File: src/rtl/i2c_tmp101_responder.sv
// I2C target modelling a TMP101 sensor: decodes its address, keeps a pointer and
// configuration register, and serves temperature or configuration bytes on reads.
module i2c_tmp101_responder #(
  parameter logic [6:0] SLAVE_ADDR   = 7'b1001000,
  parameter logic [7:0] CONFIG_RESET = 8'h00
) (
  input  logic        CLOCK,
  input  logic        Reset,
  input  logic        SCL,
  input  logic        SDA,
  output logic        SDA_Low,
  input  logic [11:0] Temperature,
  output logic [1:0]  Pointer,
  output logic [7:0]  Config,
  output logic        Busy
);

  typedef enum logic [2:0] {
    IDLE, ADDR, ADDR_ACK, WR_BYTE, WR_ACK, RD_BYTE, RD_ACK, IGNORE
  } StateType;

  logic [1:0] sclSync, sdaSync;
  logic       sclPrev, sdaPrev;
  logic       sclNow, sdaNow;
  logic       sclRise, sclFall, startCond, stopCond;

  StateType    state, stateNext;
  logic [2:0]  bitCnt, bitCntNext;
  logic [6:0]  shiftReg, shiftNext;
  logic [6:0]  txByte, txNext;
  logic [1:0]  phase, phaseNext;
  logic        readDir, readDirNext;
  logic        firstByte, firstNext;
  logic        sendLsb, sendLsbNext;
  logic [11:0] snapshot, snapshotNext;
  logic        sdaLowReg, sdaLowNext;
  logic        busyReg, busyNext;
  logic [1:0]  pointerReg, pointerNext;
  logic [7:0]  configReg, configNext;
  logic [7:0]  rxByte, readByte;
  logic        loadRead;

  // Pins are asynchronous; sync flops reset to the idle-bus level so reset
  // itself never manufactures a START.
  always_ff @(posedge CLOCK) begin
    if (Reset) begin
      sclSync <= 2'b11;
      sdaSync <= 2'b11;
      sclPrev <= 1'b1;
      sdaPrev <= 1'b1;
    end else begin
      sclSync <= {sclSync[0], SCL};
      sdaSync <= {sdaSync[0], SDA};
      sclPrev <= sclSync[1];
      sdaPrev <= sdaSync[1];
    end
  end

  assign sclNow    = sclSync[1];
  assign sdaNow    = sdaSync[1];
  assign sclRise   = sclNow & ~sclPrev;
  assign sclFall   = ~sclNow & sclPrev;
  assign startCond = sclNow & sclPrev & sdaPrev & ~sdaNow;
  assign stopCond  = sclNow & sclPrev & ~sdaPrev & sdaNow;
  assign rxByte    = {shiftReg, sdaNow};

  always_comb begin
    readByte = 8'h00;
    if (pointerReg == 2'b00)
      readByte = sendLsb ? {snapshot[3:0], 4'h0} : snapshot[11:4];
    else if (pointerReg == 2'b01)
      readByte = configReg;
  end

  // ACK states use phase 0 = waiting for the fall that starts our drive,
  // 1 = driving; RD_ACK adds phase 2 = master ACKed, next byte on the fall.
  always_comb begin
    stateNext    = state;
    bitCntNext   = bitCnt;
    shiftNext    = shiftReg;
    txNext       = txByte;
    phaseNext    = phase;
    readDirNext  = readDir;
    firstNext    = firstByte;
    sendLsbNext  = sendLsb;
    snapshotNext = snapshot;
    sdaLowNext   = sdaLowReg;
    busyNext     = busyReg;
    pointerNext  = pointerReg;
    configNext   = configReg;
    loadRead     = 1'b0;

    if (stopCond) begin
      stateNext  = IDLE;
      sdaLowNext = 1'b0;
      busyNext   = 1'b0;
    end else if (startCond) begin
      stateNext  = ADDR;
      bitCntNext = 3'd0;
      sdaLowNext = 1'b0;
      busyNext   = 1'b0;
    end else begin
      case (state)
        ADDR: begin
          if (sclRise) begin
            shiftNext  = rxByte[6:0];
            bitCntNext = bitCnt + 3'd1;
            if (bitCnt == 3'd7) begin
              if (rxByte[7:1] == SLAVE_ADDR) begin
                stateNext    = ADDR_ACK;
                busyNext     = 1'b1;
                snapshotNext = Temperature;
                readDirNext  = rxByte[0];
                firstNext    = 1'b1;
                sendLsbNext  = 1'b0;
                phaseNext    = 2'd0;
              end else begin
                stateNext = IGNORE;
              end
            end
          end
        end
        ADDR_ACK, WR_ACK: begin
          if (sclFall) begin
            if (phase == 2'd0) begin
              sdaLowNext = 1'b1;
              phaseNext  = 2'd1;
            end else if (state == ADDR_ACK && readDir) begin
              loadRead = 1'b1;
            end else begin
              stateNext  = WR_BYTE;
              bitCntNext = 3'd0;
              sdaLowNext = 1'b0;
            end
          end
        end
        WR_BYTE: begin
          if (sclRise) begin
            shiftNext  = rxByte[6:0];
            bitCntNext = bitCnt + 3'd1;
            if (bitCnt == 3'd7) begin
              stateNext = WR_ACK;
              phaseNext = 2'd0;
              if (firstByte) begin
                pointerNext = rxByte[1:0];
                firstNext   = 1'b0;
              end else if (pointerReg == 2'b01) begin
                configNext = rxByte;
              end
            end
          end
        end
        RD_BYTE: begin
          if (sclRise) begin
            bitCntNext = bitCnt + 3'd1;
            if (bitCnt == 3'd7) begin
              stateNext = RD_ACK;
              phaseNext = 2'd0;
            end
          end else if (sclFall) begin
            txNext     = {txByte[5:0], 1'b0};
            sdaLowNext = ~txByte[6];
          end
        end
        RD_ACK: begin
          if (sclFall) begin
            if (phase == 2'd0) begin
              sdaLowNext = 1'b0;
              phaseNext  = 2'd1;
            end else if (phase == 2'd2) begin
              loadRead = 1'b1;
            end
          end else if (sclRise && phase == 2'd1) begin
            if (!sdaNow) phaseNext = 2'd2;
            else         stateNext = IGNORE;
          end
        end
        default: ;
      endcase
    end

    if (loadRead) begin
      stateNext   = RD_BYTE;
      bitCntNext  = 3'd0;
      txNext      = readByte[6:0];
      sdaLowNext  = ~readByte[7];
      sendLsbNext = ~sendLsb;
    end
  end

  always_ff @(posedge CLOCK) begin
    if (Reset) begin
      state      <= IDLE;
      bitCnt     <= 3'd0;
      shiftReg   <= 7'd0;
      txByte     <= 7'd0;
      phase      <= 2'd0;
      readDir    <= 1'b0;
      firstByte  <= 1'b0;
      sendLsb    <= 1'b0;
      snapshot   <= 12'd0;
      sdaLowReg  <= 1'b0;
      busyReg    <= 1'b0;
      pointerReg <= 2'b00;
      configReg  <= CONFIG_RESET;
    end else begin
      state      <= stateNext;
      bitCnt     <= bitCntNext;
      shiftReg   <= shiftNext;
      txByte     <= txNext;
      phase      <= phaseNext;
      readDir    <= readDirNext;
      firstByte  <= firstNext;
      sendLsb    <= sendLsbNext;
      snapshot   <= snapshotNext;
      sdaLowReg  <= sdaLowNext;
      busyReg    <= busyNext;
      pointerReg <= pointerNext;
      configReg  <= configNext;
    end
  end

  assign SDA_Low = sdaLowReg;
  assign Busy    = busyReg;
  assign Pointer = pointerReg;
  assign Config  = configReg;

endmodule

File: config.mk
export PLATFORM = sky130hd
export DESIGN_NAME = i2c_tmp101_responder
export DESIGN_NICKNAME = d
export VERILOG_FILES = /design/src/rtl/i2c_tmp101_responder.sv
export SDC_FILE = /design/constraint.sdc
export NUM_CORES = 1
export LEC_CHECK = 0
export ABC_AREA = 1
export BUFFER_PORTS_ARGS = -buffer_cell sky130_fd_sc_hd__buf_2
export CAP_MARGIN = 20
export CELL_PAD_IN_SITES_DETAIL_PLACEMENT = 0
export CELL_PAD_IN_SITES_GLOBAL_PLACEMENT = 1
export CORE_ASPECT_RATIO = 1.2
export CORE_MARGIN = 2
export CORE_UTILIZATION = 39
export CTS_BUF_LIST = sky130_fd_sc_hd__clkbuf_8
export DETAILED_ROUTE_END_ITERATION = 16
export HOLD_SLACK_MARGIN = 0.1
export PLACE_DENSITY_LB_ADDON = 0.1
export SLEW_MARGIN = 20
export SYNTH_ARGS = -nofsm -noshare
export SYNTH_HDL_FRONTEND = slang
export SYNTH_SLANG_ARGS = --single-unit
export TNS_END_PERCENT = 5
File: constraint.sdc
create_clock -name CLOCK -period 1.5 [get_ports CLOCK]
set_input_delay 0.225 -clock CLOCK [delete_from_list [all_inputs] [get_ports CLOCK]]
set_output_delay 0.225 -clock CLOCK [all_outputs]
set_load 0.1 [all_outputs]
==> impl_results.md <==
* Post-route minimum period at 1536 ps
* Die area at 7819 um2
* Critical path endpoint category: register
* RR Startpoint: bitCnt[1]
* Top_reg_cell synth: dfxtp_1
* Router iterations before antenna repair at 5
* Yosys warns at 0
* Final net count at 502
* Final ANT Viol Nets at 0
* Syn_nets at 420
* Status: finished with violations
* Finished Cell Area at 3820 um2
* Final setup violation count at 3
* Count leader, synth: nand2_1
* Clk_lat worst skew at 310 ps
* Pleak at 1.659 nW
* RSZ-0062 raised after global routing: yes
* Io pins at 28
* Worst min path class: in2reg
* Hold Vio Cnt, Final at 0
* Routed WL at 8017 um
* Post-synth top cells: nand2_1, dfxtp_1, inv_1, nor2_1, o21ai_0
* GPL Wtd Cong at 0.9363
* # DRC at 0
* Root Buffer: clkbuf_8
* Yosys top cell area share at 0.3962
* Worst-Margin Slew at 493.8 ps
* Violated checks: setup timing
* Max VDD drop at 0.6956 mV
* Vias/cell at 5.068
* Largest net degree at the start of global routing at 38
* Die W at 81.06 um
* Total GRT Usage at 0.2169
* Die Height at 96.47 um
* Layout area overhead at 37.46%
* Final Non-Filler Cells at 572
* Clk slew on worst S/H paths at 110 ps
* Worst EP arrival at 1780 ps
* Layout Skew at 7.649 ps
* Origin of the worst setup path: bitCnt[1]
* Hpwl dp at 5778 um
* Total global routing overflow at 0
* Reg2Reg Setup Slack at -40 ps
* Period utilization at 1.024
* Top post-synthesis cells by area: dfxtp_1, nand2_1, o21ai_0, a21oi_1, inv_1
* Final worst slack at -35.59 ps
* Dpl cells at 555
* Initial Util at 0.4054
* 1st-iter DRT viols at 155
* Slew Limit Fails at 0
* Library cells used by synthesis at 33
* Startpoint Class: register
* # rows at 33
* TritonCTS buffer count at 5
* Hold_sp: Temperature[8]
* Number of synthesized register bits at 55
* Syn Inst Count at 402
* Max Cap Violations at 0
* Layout cells sized above 1 at 0.3959
* Longest Clk Path Bufs at 2
* Async SR Flop Fraction at 0
* Vias at 2,899
* Wire length per cell at 14.02 um
* Sink Count at 55
* Slew headroom at 0.6731
* Syn_area_per_cell at 6.913 um2
* Fmax at 651.2 MHz
* First-pass GRT wire length at 13,010 um
* FILL cells at 738
* Post-synth EDFFs at 0
* Area post-placement at 3371 um2
* Area leader, netlist: dfxtp_1
* CTS tree: built
* Pwr/cell area at 1083 nW/um2
* Antenna cells at 0
* Crit Path Class: reg2reg
* Post-layout util at 0.5573
* H-tree depth at 2
* Port Buffers at 27
* Core area at 6854 um2
* Vias in the first global route at 2,709
* Total Power at 0.004137 W
* Critical path fanouts, max at 4
* Synth Cell Area at 2779 um2
* Antenna violations before repair at 0
* Register area share after synthesis at 0.3962
* WP data required at 1740 ps
## critical path, cell delays in order, from the launching register on
cell and delay, ps:
dfxtp_2 350, ha_4 160, ha_4 150, inv_4 80, nor2_4 60, buf_4 130, buf_4 130, nand2_4 70
buf_4 110, nand4_1 100, a21oi_1 120
## sequential cells by signal, indices dropped and copies added (netlist names)
register,flops
snapshot,12
Config,8
shiftReg,7
txByte,7
bitCnt,3
state,3
Pointer,2
phase,2
sclSync,2
sdaSync,2
Busy,1
SDA_Low,1
firstByte,1
readDir,1
sclPrev,1
sdaPrev,1
sendLsb,1
## report_power, final
| part | internal (W) | total [W] | switching (W) |
|---|---|---|---|
| logic | 0.000682 | 0.00165 | 0.000964 |
| clock network | 0.000331 | 0.000841 | 0.000510 |
| registers | 0.00156 | 0.00165 | 0.0000936 |
## stage by stage
| stage | TNS, ps | setup WS [ps] | hold WS, ps |
|---|---|---|---|
| 2_1_floorplan | -535.6 | -83.80 | 328.8 |
| 3_3_place_gp | -1454 | -100.1 | 391.7 |
| 3_5_place_dp | -2155 | -133.8 | 395.0 |
| 4_1_cts | -18.63 | -8.601 | 163.7 |
| 5_1_grt | -1727 | -108.8 | 160.8 |
| 6_report | -45.51 | -35.59 | 173.1 |
## final cells by class
cell class                      instances  area [um2]  area share
Inverter                               54       210.2     0.05503
Clock inverter                          3       20.02    0.005241
Timing Repair Buffer                   86       634.4      0.1661
Sequential cell                        55        1127      0.2951
Tap cell                               87       108.9     0.02850
Multi-Input combinational cell        282        1650      0.4320
Clock buffer                            5       68.82     0.01802
## what timing repair did
action                                 CTS  global route
gates cloned                             2             1
setup endpoints to repair               40            44
pin swaps                                9            17
gates resized for setup                 31            71
buffers inserted                         2             2
endpoints found under the hold margin    2             0
hold buffers                             2             0
## logic make-up (layout without fill, tap and decap cells)
logic type,Yosys count,in the layout,synth area share
simple gates,177,179,0.3048
fa+ha+maj,2,2,0.009004
compound gates,101,101,0.1905
buf+inv,67,148,0.09950
flops,55,55,0.3962
## final timing paths
| check | endpoint | cells past startpoint |
|---|---|---|
| max reg2reg | state[1] | 10 |
| min | snapshot[8] | 3 |
| min reg2reg | sclSync[1] | 1 |
| max | state[1] | 10 |
## metal layers
metal	vias up	share of wire	GRT usage
met5	-	0	0
met2	57	0.49	0.3650
met4	0	0.017	0.06780
li1	1482	-	-
met1	1350	0.46	0.2832
met3	10	0.034	0.03625
## cell usage in the layout, fill, tap and decap left out, types with 2 or more instances in the layout
cell,synthesis,layout
dlygate4sd3_1,0,2
nand4_1,6,6
inv_2,7,9
nand2_2,8,14
a21oi_2,1,3
inv_1,46,43
buf_2,2,27
nor2_2,4,11
dfxtp_4,0,4
nor3_2,2,3
ha_4,0,2
nand3_1,15,9
buf_6,2,7
nor3_1,5,2
nand2_4,0,4
nor3_4,1,3
o21ai_0,45,30
dfxtp_2,0,9
a21oi_1,39,37
buf_4,2,48
nor2_1,45,33
buf_12,0,2
nand3_2,8,14
clkbuf_8,0,5
dfxtp_1,55,42
o21ai_1,4,11
o22ai_1,8,8
or2_2,4,4
o21ai_2,1,8
nand2_1,74,65
inv_4,0,3
nor2_4,3,8
(Power assumes the default switching activity.)
